==> src/rtl/gpr_hilo_file_mp_pkg.sv <==
// rtl/gpr_hilo_file_mp_pkg.sv - shared constants and slicing helpers for the GPR/HI/LO file
// Purpose: default widths, the hardwired-zero register index, and helpers that
//          locate port i inside a flattened {port N-1, ..., port 0} vector.
// Ports:   none (package).
package gpr_pkg;

  localparam int DATA_W_DEF = 32;
  localparam int AW_DEF     = 5;

  localparam logic [AW_DEF-1:0] REG_ZERO = '0;

  // Bit offset of port idx in a flattened vector of w-bit fields.
  function automatic int lsb_of(input int idx, input int w);
    return idx * w;
  endfunction

  // Extract field idx of width AW_DEF from a flattened address vector of up to 8 ports.
  function automatic logic [AW_DEF-1:0] addr_at(input logic [8*AW_DEF-1:0] vec, input int idx);
    return vec[lsb_of(idx, AW_DEF) +: AW_DEF];
  endfunction

endpackage

==> src/rtl/gpr_hilo_file_mp_if.sv <==
// rtl/gpr_hilo_file_mp_if.sv - ID-stage access bus for the GPR/HI/LO file
// Purpose: groups read ports, write ports, scoreboard controls and HI/LO access.
// Ports:   master = ID stage (drives addresses/writes, sees data/busy),
//          slave  = register file.
interface gpr_hilo_file_mp_if #(
  parameter int DATA_W = 32,
  parameter int AW     = 5,
  parameter int NUM_RD = 4,
  parameter int NUM_WR = 2
);
  logic [NUM_RD*AW-1:0]     rd_addr;
  logic [NUM_RD*DATA_W-1:0] rd_data;
  logic [NUM_RD-1:0]        rd_busy;
  logic [NUM_WR-1:0]        wr_en;
  logic [NUM_WR*AW-1:0]     wr_addr;
  logic [NUM_WR*DATA_W-1:0] wr_data;
  logic [NUM_WR-1:0]        wr_clr;
  logic [NUM_WR-1:0]        sb_set;
  logic [NUM_WR*AW-1:0]     sb_addr;
  logic                     sb_flush;
  logic                     hi_we;
  logic                     lo_we;
  logic [DATA_W-1:0]        hi_wdata;
  logic [DATA_W-1:0]        lo_wdata;
  logic [DATA_W-1:0]        hi_rdata;
  logic [DATA_W-1:0]        lo_rdata;

  modport master (
    output rd_addr, wr_en, wr_addr, wr_data, wr_clr, sb_set, sb_addr, sb_flush,
           hi_we, lo_we, hi_wdata, lo_wdata,
    input  rd_data, rd_busy, hi_rdata, lo_rdata
  );

  modport slave (
    input  rd_addr, wr_en, wr_addr, wr_data, wr_clr, sb_set, sb_addr, sb_flush,
           hi_we, lo_we, hi_wdata, lo_wdata,
    output rd_data, rd_busy, hi_rdata, lo_rdata
  );
endinterface

==> src/rtl/gpr_hilo_file_mp_scoreboard.sv <==
// rtl/gpr_hilo_file_mp_scoreboard.sv - per-GPR busy scoreboard with set/clear/flush
// Purpose: tracks in-flight producers per GPR; reports busy per read port, masking
//          registers whose producer retires this cycle (value is bypassed).
// Ports:   clk, rst (sync, active-high); sb_set/sb_addr issue-time sets; sb_flush;
//          wr_en/wr_clr/wr_addr retiring writes; rd_addr in, rd_busy out.
module gpr_scoreboard
  import gpr_pkg::*;
#(
  parameter int NREG   = 32,
  parameter int AW     = AW_DEF,
  parameter int NUM_RD = 4,
  parameter int NUM_WR = 2
) (
  input  logic                 clk,
  input  logic                 rst,
  input  logic [NUM_WR-1:0]    sb_set_i,
  input  logic [NUM_WR*AW-1:0] sb_addr_i,
  input  logic                 sb_flush_i,
  input  logic [NUM_WR-1:0]    wr_en_i,
  input  logic [NUM_WR-1:0]    wr_clr_i,
  input  logic [NUM_WR*AW-1:0] wr_addr_i,
  input  logic [NUM_RD*AW-1:0] rd_addr_i,
  output logic [NUM_RD-1:0]    rd_busy_o
);

  logic [NREG-1:0] busy_q, busy_d;
  logic [NREG-1:0] set_hit, clr_hit;

  always_comb begin
    set_hit = '0;
    clr_hit = '0;
    for (int r = 1; r < NREG; r++) begin
      for (int k = 0; k < NUM_WR; k++) begin
        if (sb_set_i[k] && sb_addr_i[lsb_of(k, AW) +: AW] == AW'(r))
          set_hit[r] = 1'b1;
        if (wr_en_i[k] && wr_clr_i[k] && wr_addr_i[lsb_of(k, AW) +: AW] == AW'(r))
          clr_hit[r] = 1'b1;
      end
    end
  end

  // A new producer outranks both the flush and a retiring producer.
  always_comb begin
    busy_d = '0;
    for (int r = 1; r < NREG; r++) begin
      if (set_hit[r])       busy_d[r] = 1'b1;
      else if (sb_flush_i)  busy_d[r] = 1'b0;
      else if (clr_hit[r])  busy_d[r] = 1'b0;
      else                  busy_d[r] = busy_q[r];
    end
  end

  always_ff @(posedge clk) begin
    if (rst) busy_q <= '0;
    else     busy_q <= busy_d;
  end

  always_comb begin
    rd_busy_o = '0;
    for (int i = 0; i < NUM_RD; i++) begin
      rd_busy_o[i] = busy_q[rd_addr_i[lsb_of(i, AW) +: AW]] &
                     ~clr_hit[rd_addr_i[lsb_of(i, AW) +: AW]];
    end
  end

endmodule

==> src/rtl/gpr_hilo_file_mp.sv <==
// rtl/gpr_hilo_file_mp.sv - multi-port GPR file with HI/LO and busy scoreboard
// Purpose: NUM_RD combinational read ports with write-through bypass, NUM_WR write
//          ports (highest index wins on collision), r0 hardwired to zero, HI/LO
//          with bypass, and a busy scoreboard for RAW hazard detection.
// Ports:   clk, rst (sync, active-high); bus = gpr_hilo_file_mp_if slave modport.
module gpr_hilo_file_mp
  import gpr_pkg::*;
#(
  parameter int DATA_W = DATA_W_DEF,
  parameter int NREG   = 32,
  parameter int AW     = AW_DEF,
  parameter int NUM_RD = 4,
  parameter int NUM_WR = 2
) (
  input logic            clk,
  input logic            rst,
  gpr_hilo_file_mp_if.slave bus
);

  logic [DATA_W-1:0] regs_q [NREG];
  logic [DATA_W-1:0] regs_d [NREG];
  logic [DATA_W-1:0] hi_q, hi_d, lo_q, lo_d;

  // Ascending port order makes the highest-indexed port win.
  always_comb begin
    for (int r = 0; r < NREG; r++) regs_d[r] = regs_q[r];
    for (int k = 0; k < NUM_WR; k++) begin
      if (bus.wr_en[k] && bus.wr_addr[lsb_of(k, AW) +: AW] != AW'(REG_ZERO))
        regs_d[bus.wr_addr[lsb_of(k, AW) +: AW]] = bus.wr_data[lsb_of(k, DATA_W) +: DATA_W];
    end
    regs_d[0] = '0;
  end

  assign hi_d = bus.hi_we ? bus.hi_wdata : hi_q;
  assign lo_d = bus.lo_we ? bus.lo_wdata : lo_q;

  always_ff @(posedge clk) begin
    if (rst) begin
      for (int r = 0; r < NREG; r++) regs_q[r] <= '0;
      hi_q <= '0;
      lo_q <= '0;
    end else begin
      for (int r = 0; r < NREG; r++) regs_q[r] <= regs_d[r];
      hi_q <= hi_d;
      lo_q <= lo_d;
    end
  end

  always_comb begin
    bus.rd_data = '0;
    for (int i = 0; i < NUM_RD; i++) begin
      bus.rd_data[lsb_of(i, DATA_W) +: DATA_W] = regs_q[bus.rd_addr[lsb_of(i, AW) +: AW]];
      for (int k = 0; k < NUM_WR; k++) begin
        if (bus.wr_en[k] && bus.wr_addr[lsb_of(k, AW) +: AW] == bus.rd_addr[lsb_of(i, AW) +: AW])
          bus.rd_data[lsb_of(i, DATA_W) +: DATA_W] = bus.wr_data[lsb_of(k, DATA_W) +: DATA_W];
      end
      // r0 reads zero even while a dropped write targets it.
      if (bus.rd_addr[lsb_of(i, AW) +: AW] == AW'(REG_ZERO))
        bus.rd_data[lsb_of(i, DATA_W) +: DATA_W] = '0;
    end
  end

  assign bus.hi_rdata = hi_d;
  assign bus.lo_rdata = lo_d;

  gpr_scoreboard #(
    .NREG   (NREG),
    .AW     (AW),
    .NUM_RD (NUM_RD),
    .NUM_WR (NUM_WR)
  ) u_sb (
    .clk        (clk),
    .rst        (rst),
    .sb_set_i   (bus.sb_set),
    .sb_addr_i  (bus.sb_addr),
    .sb_flush_i (bus.sb_flush),
    .wr_en_i    (bus.wr_en),
    .wr_clr_i   (bus.wr_clr),
    .wr_addr_i  (bus.wr_addr),
    .rd_addr_i  (bus.rd_addr),
    .rd_busy_o  (bus.rd_busy)
  );

endmodule

==> src/flat_wrapper.sv <==
// flat-port wrapper written by rule: the top's interface ports become plain ports
module gpr_hilo_file_mp_flat import gpr_pkg::*;
#(
  parameter int DATA_W = DATA_W_DEF,
  parameter int NREG   = 32,
  parameter int AW     = AW_DEF,
  parameter int NUM_RD = 4,
  parameter int NUM_WR = 2
)
  (clk, rst, bus_rd_addr, bus_wr_en, bus_wr_addr, bus_wr_data, bus_wr_clr, bus_sb_set, bus_sb_addr, bus_sb_flush, bus_hi_we, bus_lo_we, bus_hi_wdata, bus_lo_wdata, bus_rd_data, bus_rd_busy, bus_hi_rdata, bus_lo_rdata);
  gpr_hilo_file_mp_if #(.DATA_W(DATA_W), .AW(AW), .NUM_RD(NUM_RD), .NUM_WR(NUM_WR)) bus_i ();
  input logic clk;
  input logic rst;
  input wire logic [$bits(bus_i.rd_addr)-1:0] bus_rd_addr;
  input wire logic [$bits(bus_i.wr_en)-1:0] bus_wr_en;
  input wire logic [$bits(bus_i.wr_addr)-1:0] bus_wr_addr;
  input wire logic [$bits(bus_i.wr_data)-1:0] bus_wr_data;
  input wire logic [$bits(bus_i.wr_clr)-1:0] bus_wr_clr;
  input wire logic [$bits(bus_i.sb_set)-1:0] bus_sb_set;
  input wire logic [$bits(bus_i.sb_addr)-1:0] bus_sb_addr;
  input wire logic [$bits(bus_i.sb_flush)-1:0] bus_sb_flush;
  input wire logic [$bits(bus_i.hi_we)-1:0] bus_hi_we;
  input wire logic [$bits(bus_i.lo_we)-1:0] bus_lo_we;
  input wire logic [$bits(bus_i.hi_wdata)-1:0] bus_hi_wdata;
  input wire logic [$bits(bus_i.lo_wdata)-1:0] bus_lo_wdata;
  output wire logic [$bits(bus_i.rd_data)-1:0] bus_rd_data;
  output wire logic [$bits(bus_i.rd_busy)-1:0] bus_rd_busy;
  output wire logic [$bits(bus_i.hi_rdata)-1:0] bus_hi_rdata;
  output wire logic [$bits(bus_i.lo_rdata)-1:0] bus_lo_rdata;
  assign bus_i.rd_addr = bus_rd_addr;
  assign bus_i.wr_en = bus_wr_en;
  assign bus_i.wr_addr = bus_wr_addr;
  assign bus_i.wr_data = bus_wr_data;
  assign bus_i.wr_clr = bus_wr_clr;
  assign bus_i.sb_set = bus_sb_set;
  assign bus_i.sb_addr = bus_sb_addr;
  assign bus_i.sb_flush = bus_sb_flush;
  assign bus_i.hi_we = bus_hi_we;
  assign bus_i.lo_we = bus_lo_we;
  assign bus_i.hi_wdata = bus_hi_wdata;
  assign bus_i.lo_wdata = bus_lo_wdata;
  assign bus_rd_data = bus_i.rd_data;
  assign bus_rd_busy = bus_i.rd_busy;
  assign bus_hi_rdata = bus_i.hi_rdata;
  assign bus_lo_rdata = bus_i.lo_rdata;
  gpr_hilo_file_mp #(.DATA_W(DATA_W), .NREG(NREG), .AW(AW), .NUM_RD(NUM_RD), .NUM_WR(NUM_WR)) u_core (.clk(clk), .rst(rst), .bus(bus_i));
endmodule
==> config.mk <==
export PLATFORM = sky130hd
export DESIGN_NAME = gpr_hilo_file_mp_flat
export DESIGN_NICKNAME = d
export VERILOG_FILES = /design/src/rtl/gpr_hilo_file_mp_pkg.sv /design/src/rtl/gpr_hilo_file_mp_if.sv /design/src/rtl/gpr_hilo_file_mp_scoreboard.sv /design/src/rtl/gpr_hilo_file_mp.sv /design/src/flat_wrapper.sv
export SDC_FILE = /design/constraint.sdc
export NUM_CORES = 2
export LEC_CHECK = 0
export ABC_CLOCK_PERIOD_IN_PS = 7500
export CAP_MARGIN = 25
export CORE_MARGIN = 4
export CORE_UTILIZATION = 45
export DETAILED_ROUTE_END_ITERATION = 8
export GPL_TIMING_DRIVEN = 0
export PLACE_DENSITY_LB_ADDON = 0.3
export REMOVE_ABC_BUFFERS = 1
export SYNTH_ARGS = -nofsm -noshare
export SYNTH_HDL_FRONTEND = slang
export SYNTH_SLANG_ARGS = --single-unit
==> constraint.sdc <==
create_clock -name clk -period 7.5 [get_ports clk]
set_clock_uncertainty 0.2 [all_clocks]
set_input_delay 1.125 -clock clk [delete_from_list [all_inputs] [get_ports clk]]
set_output_delay 1.125 -clock clk [all_outputs]
set_load 0.1 [all_outputs]
==> report_table.html <==
<table>
<tr><th>Metric</th><th>Value</th></tr>
<tr><th colspan="2">Placed design</th></tr>
<tr><td>Post-detailed-placement half-perimeter wirelength</td><td>235.8 mm</td></tr>
<tr><td># port buffers</td><td>374</td></tr>
<tr><td>Placer congestion estimate</td><td>0.8727</td></tr>
<tr><td>Area after DPL</td><td>0.09308 sq mm</td></tr>
<tr><td>Pre-CTS setup slack</td><td>-0.5863 ns</td></tr>
<tr><td>Placed Cells incl. Taps</td><td>9919</td></tr>
<tr><th colspan="2">STA</th></tr>
<tr><td>Hold violation count in the final report</td><td>0</td></tr>
<tr><td>Setup repair after global routing missed its margin</td><td>no</td></tr>
<tr><td>Final setup margin</td><td>-0.05047 ns</td></tr>
<tr><td>Count of pins over their slew limit</td><td>0</td></tr>
<tr><td>Post-Route Hold Slack</td><td>0.3311 ns</td></tr>
<tr><td>Final period util</td><td>100.7%</td></tr>
<tr><td>Headroom to the max-slew limit</td><td>26.03%</td></tr>
<tr><td>Setup_tns</td><td>-0.05631 ns</td></tr>
<tr><td>Clock period minus worst slack</td><td>7.550 ns</td></tr>
<tr><td>Peak Freq</td><td>132.4 MHz</td></tr>
<tr><td>Worst Tran Pin Value</td><td>1.098 ns</td></tr>
<tr><td>Setup Viol. Count Final</td><td>2</td></tr>
<tr><th colspan="2">Min path</th></tr>
<tr><td>Worst hold-check path type</td><td>flip-flop to flip-flop</td></tr>
<tr><td>Worst min-delay path startpoint</td><td>u_core.regs_q[1][8]$_SDFF_PP0_</td></tr>
<tr><th colspan="2">Drt</th></tr>
<tr><td>ANT nets after route</td><td>0</td></tr>
<tr><td>Avg WL per Cell</td><td>37.95 microns</td></tr>
<tr><td>DRT Pass-1 Iters</td><td>9</td></tr>
<tr><td>Count of routing violations after the opening detailed-route iteration</td><td>15508</td></tr>
<tr><td>DRC violations left</td><td>2</td></tr>
<tr><td>Average via count per standard cell</td><td>7.667</td></tr>
<tr><td>Via Count</td><td>78139</td></tr>
<tr><td>Total wire length after detailed routing</td><td>386.8 mm</td></tr>
<tr><th colspan="2">Critical path</th></tr>
<tr><td>Cell-by-cell trace of the critical path</td><td>buf_8 -&gt; buf_16 -&gt; buf_16 -&gt; buf_16 -&gt; xor2_1 -&gt; nor4_1 -&gt; and3_4 -&gt; buf_16 -&gt; nand2b_4 -&gt; buf_12 -&gt; o21ai_0 -&gt; dlygate4sd2_1</td></tr>
<tr><td>Critical path's top delay family</td><td>buffers and inverters</td></tr>
<tr><td>Worst setup EP type</td><td>output port</td></tr>
<tr><td>Critical path buffers and inverters</td><td>7</td></tr>
<tr><td>Worst R2R Start</td><td>u_core.regs_q[8][21]$_SDFF_PP0_</td></tr>
<tr><td>CP arrival</td><td>6.23 ns</td></tr>
<tr><td>Critical path's slowest cell</td><td>sky130_fd_sc_hd__dlygate4sd2_1</td></tr>
<tr><td>Delay of the slowest cell on the worst path</td><td>0.97 ns</td></tr>
<tr><td>Startpoint class of the critical path</td><td>primary input</td></tr>
<tr><td>Largest fanout on the critical path</td><td>61</td></tr>
<tr><td>Cell with the most instances on the worst path</td><td>sky130_fd_sc_hd__buf_16</td></tr>
<tr><td>Worst Setup SP</td><td>bus_rd_addr[11]</td></tr>
<tr><td>WS Path Type</td><td>primary input to output port</td></tr>
<tr><td>Required @ worst endpoint</td><td>6.17 ns</td></tr>
<tr><th colspan="2">Finish</th></tr>
<tr><td>Syn-to-layout area delta</td><td>15.82%</td></tr>
<tr><td>NumNets Final</td><td>7766</td></tr>
<tr><td>Proportion of layout cells with a drive suffix above 1</td><td>24.66%</td></tr>
<tr><td>Post-route non-filler standard cell count</td><td>10192</td></tr>
<tr><td>Final core utilization</td><td>52.62%</td></tr>
<tr><td>FF/Latch Area</td><td>0.02176 sq mm</td></tr>
<tr><td>Area of the multi-input gates</td><td>0.05855 sq mm</td></tr>
<tr><td>Final Instance Area</td><td>0.09789 sq mm</td></tr>
<tr><td>Filler cells</td><td>15527</td></tr>
<tr><th colspan="2">Floorplan</th></tr>
<tr><td>Effective utilization at floorplan</td><td>45.44%</td></tr>
<tr><td>Core area</td><td>0.1860 sq mm</td></tr>
<tr><td>Top Ports</td><td>375</td></tr>
<tr><td>Number of core rows</td><td>158</td></tr>
<tr><td>X dimension of the die</td><td>441.4 microns</td></tr>
<tr><td>Area of the die</td><td>0.1948 sq mm</td></tr>
<tr><td>Die Y</td><td>441.4 microns</td></tr>
<tr><th colspan="2">Clock network</th></tr>
<tr><td>Number of clock buffers inserted by TritonCTS</td><td>136</td></tr>
<tr><td>Hold buffers post-CTS</td><td>0</td></tr>
<tr><td>Clock root buffer</td><td>sky130_fd_sc_hd__clkbuf_16</td></tr>
<tr><td>TritonCTS clock tree</td><td>yes</td></tr>
<tr><td>Number of H-tree levels</td><td>4</td></tr>
<tr><td>Insertion delay of the later-clocked pin in the worst-skew pair</td><td>0.80 ns</td></tr>
<tr><td>Clock-pin slew of the registers on the worst-case setup and hold paths</td><td>0.06 ns</td></tr>
<tr><td>Count of clock tree sinks</td><td>1087</td></tr>
<tr><td>Bufs on Longest Clock Path</td><td>3</td></tr>
<tr><th colspan="2">Power and ir drop</th></tr>
<tr><td>Leakage power total</td><td>36.41 nW</td></tr>
<tr><td>Power density cells</td><td>163.6 mW/mm^2</td></tr>
<tr><td>Peak supply drop</td><td>179.8 uV</td></tr>
<tr><td>Final Power</td><td>16.02 mW</td></tr>
<tr><th colspan="2">Logic synthesis</th></tr>
<tr><td>Cell area after technology mapping</td><td>0.08453 sq mm</td></tr>
<tr><td>Largest cells by area after synthesis</td><td>sky130_fd_sc_hd__mux4_2 32%, sky130_fd_sc_hd__dfxtp_1 26%, sky130_fd_sc_hd__mux2i_1 13%</td></tr>
<tr><td>List of most frequent post-synthesis cells</td><td>1208 x sky130_fd_sc_hd__mux4_2, 1128 x sky130_fd_sc_hd__mux2i_1, 1087 x sky130_fd_sc_hd__dfxtp_1, 1061 x sky130_fd_sc_hd__nor2_1, 863 x sky130_fd_sc_hd__a211oi_1</td></tr>
<tr><td>Synth Instances</td><td>7946</td></tr>
<tr><td>Register area share after synthesis</td><td>25.74%</td></tr>
<tr><td>Share of the synthesized area in the top cell type</td><td>32.19%</td></tr>
<tr><td>Most used DFF post-synth</td><td>sky130_fd_sc_hd__dfxtp_1</td></tr>
<tr><td>Top cell type by total area after synthesis</td><td>sky130_fd_sc_hd__mux4_2</td></tr>
<tr><td>Number of enable-type register cells in the synthesized netlist</td><td>0</td></tr>
<tr><td>Async SR Flop Fraction</td><td>0%</td></tr>
<tr><td>Syn. warnings</td><td>0</td></tr>
<tr><td>Post-Syn Area per Cell</td><td>10.64 sq um</td></tr>
<tr><td>Most frequent cell after synthesis</td><td>sky130_fd_sc_hd__mux4_2</td></tr>
<tr><td>Total of flip-flops plus latches after synthesis</td><td>1087</td></tr>
<tr><td>Netlist cell types</td><td>69</td></tr>
<tr><th colspan="2">GRT</th></tr>
<tr><td>Via count of the first global-routing pass</td><td>74379</td></tr>
<tr><td>Global routing usage summed across all routing layers</td><td>38.59%</td></tr>
<tr><td>Aggregate global routing overflow</td><td>0</td></tr>
<tr><td>Pin count of the biggest net entering global routing</td><td>155</td></tr>
<tr><td>First-pass GRT wire length</td><td>544.6 mm</td></tr>
<tr><td>Number of antenna violations at the first check in global routing</td><td>22</td></tr>
<tr><th colspan="2">Run</th></tr>
<tr><td>Max-cap violations</td><td>0</td></tr>
<tr><th colspan="2">Run status</th></tr>
<tr><td>Outcome</td><td>finished, violations left</td></tr>
<tr><td>Violated checks</td><td>DRC, setup timing</td></tr>
</table>
==> what timing repair did <==
action                                  4_1_cts  5_1_grt
resized for setup                            26       56
gates cloned                                  0        0
setup buffers                                 0        2
pin swaps                                     1        1
endpoints found under the setup margin       49       56
==> metal layers <==
metal / vias to the layer above / wire length [microns] / part of all wire [%] / GRT usage, %
met5: - / 242 / 0.063 / 0.6948
met4: 16 / 36140 / 9.3 / 28.60
met3: 2101 / 65690 / 17 / 16.84
met2: 7587 / 157600 / 41 / 53.65
met1: 38016 / 127100 / 33 / 47.19
li1: 30419 / - / - / -
==> registers in the layout (all words and copies together), names as in the netlist <==
register            cells
u_core.u_sb.busy_q     31
u_core.hi_q            32
u_core.lo_q            32
u_core.regs_q         992
==> final cells by class <==
cell class	count	share of cell area (%)
antenna	16	0.04090
clock buffer	202	4.099
clock inverter	45	0.5611
inverter	4	0.01534
multi-input combinational	5720	59.81
sequential	1087	22.23
tap	2480	3.170
timing repair buffer	638	10.07
==> worst reg2reg max path, delay by kind of cell, from the launching register on <==
family	cells	cell delay, ns
AND/OR/NAND/NOR	1	0.12
flip-flops	1	0.49
AO/OA/AOI/OAI	1	0.39
==> cell usage in the layout (no fill, tap or decap), types with 25 or more instances in the layout <==
cell / instances
sky130_fd_sc_hd__a32oi_1: 64
sky130_fd_sc_hd__a211oi_1: 863
sky130_fd_sc_hd__o221ai_1: 63
sky130_fd_sc_hd__buf_8: 38
sky130_fd_sc_hd__mux2_2: 74
sky130_fd_sc_hd__clkbuf_1: 31
sky130_fd_sc_hd__nand2_4: 38
sky130_fd_sc_hd__a311oi_1: 128
sky130_fd_sc_hd__dlymetal6s2s_1: 53
sky130_fd_sc_hd__nand2_1: 429
sky130_fd_sc_hd__clkbuf_16: 137
sky130_fd_sc_hd__mux2i_1: 1128
sky130_fd_sc_hd__buf_16: 154
sky130_fd_sc_hd__xor2_1: 32
sky130_fd_sc_hd__nand3_1: 106
sky130_fd_sc_hd__nor2b_1: 73
sky130_fd_sc_hd__nor2_1: 1053
sky130_fd_sc_hd__mux4_2: 1208
sky130_fd_sc_hd__nor3b_1: 33
sky130_fd_sc_hd__dfxtp_1: 1087
sky130_fd_sc_hd__o21ai_0: 194
sky130_fd_sc_hd__a221oi_1: 30
sky130_fd_sc_hd__clkbuf_8: 34
sky130_fd_sc_hd__o22ai_1: 25
sky130_fd_sc_hd__clkdlybuf4s50_1: 268
sky130_fd_sc_hd__buf_12: 56
==> power by group <==
group / switching [mW] / total, mW / leakage (nW) / internal (mW)
sequential: 0.130 / 6.03 / 8.80 / 5.90
combinational: 2.00 / 3.08 / 25.3 / 1.09
clock: 2.93 / 6.90 / 2.26 / 3.97
total: 5.06 / 16.0 / 36.4 / 11.0
==> worst paths after layout <==
kind	slack [ns]	depth (start not counted)	endpoint
worst min-delay path	0.33	2	u_core.regs_q[1][8]$_SDFF_PP0_
worst min register to register	0.33	2	u_core.regs_q[1][8]$_SDFF_PP0_
worst max register to register	6.18	2	u_core.regs_q[8][21]$_SDFF_PP0_
worst max-delay path	-0.05	12	bus_rd_data[76]
==> cell families after synthesis <==
logic type             share of synthesized area, %
XOR/XNOR                                     0.4145
multiplexers                                  46.56
flip-flops                                    25.74
AO/OA/AOI/OAI                                 12.47
buffers and inverters                         5.697
AND/OR/NAND/NOR                               9.120
Note: power is estimated with default switching activity, not from simulation.
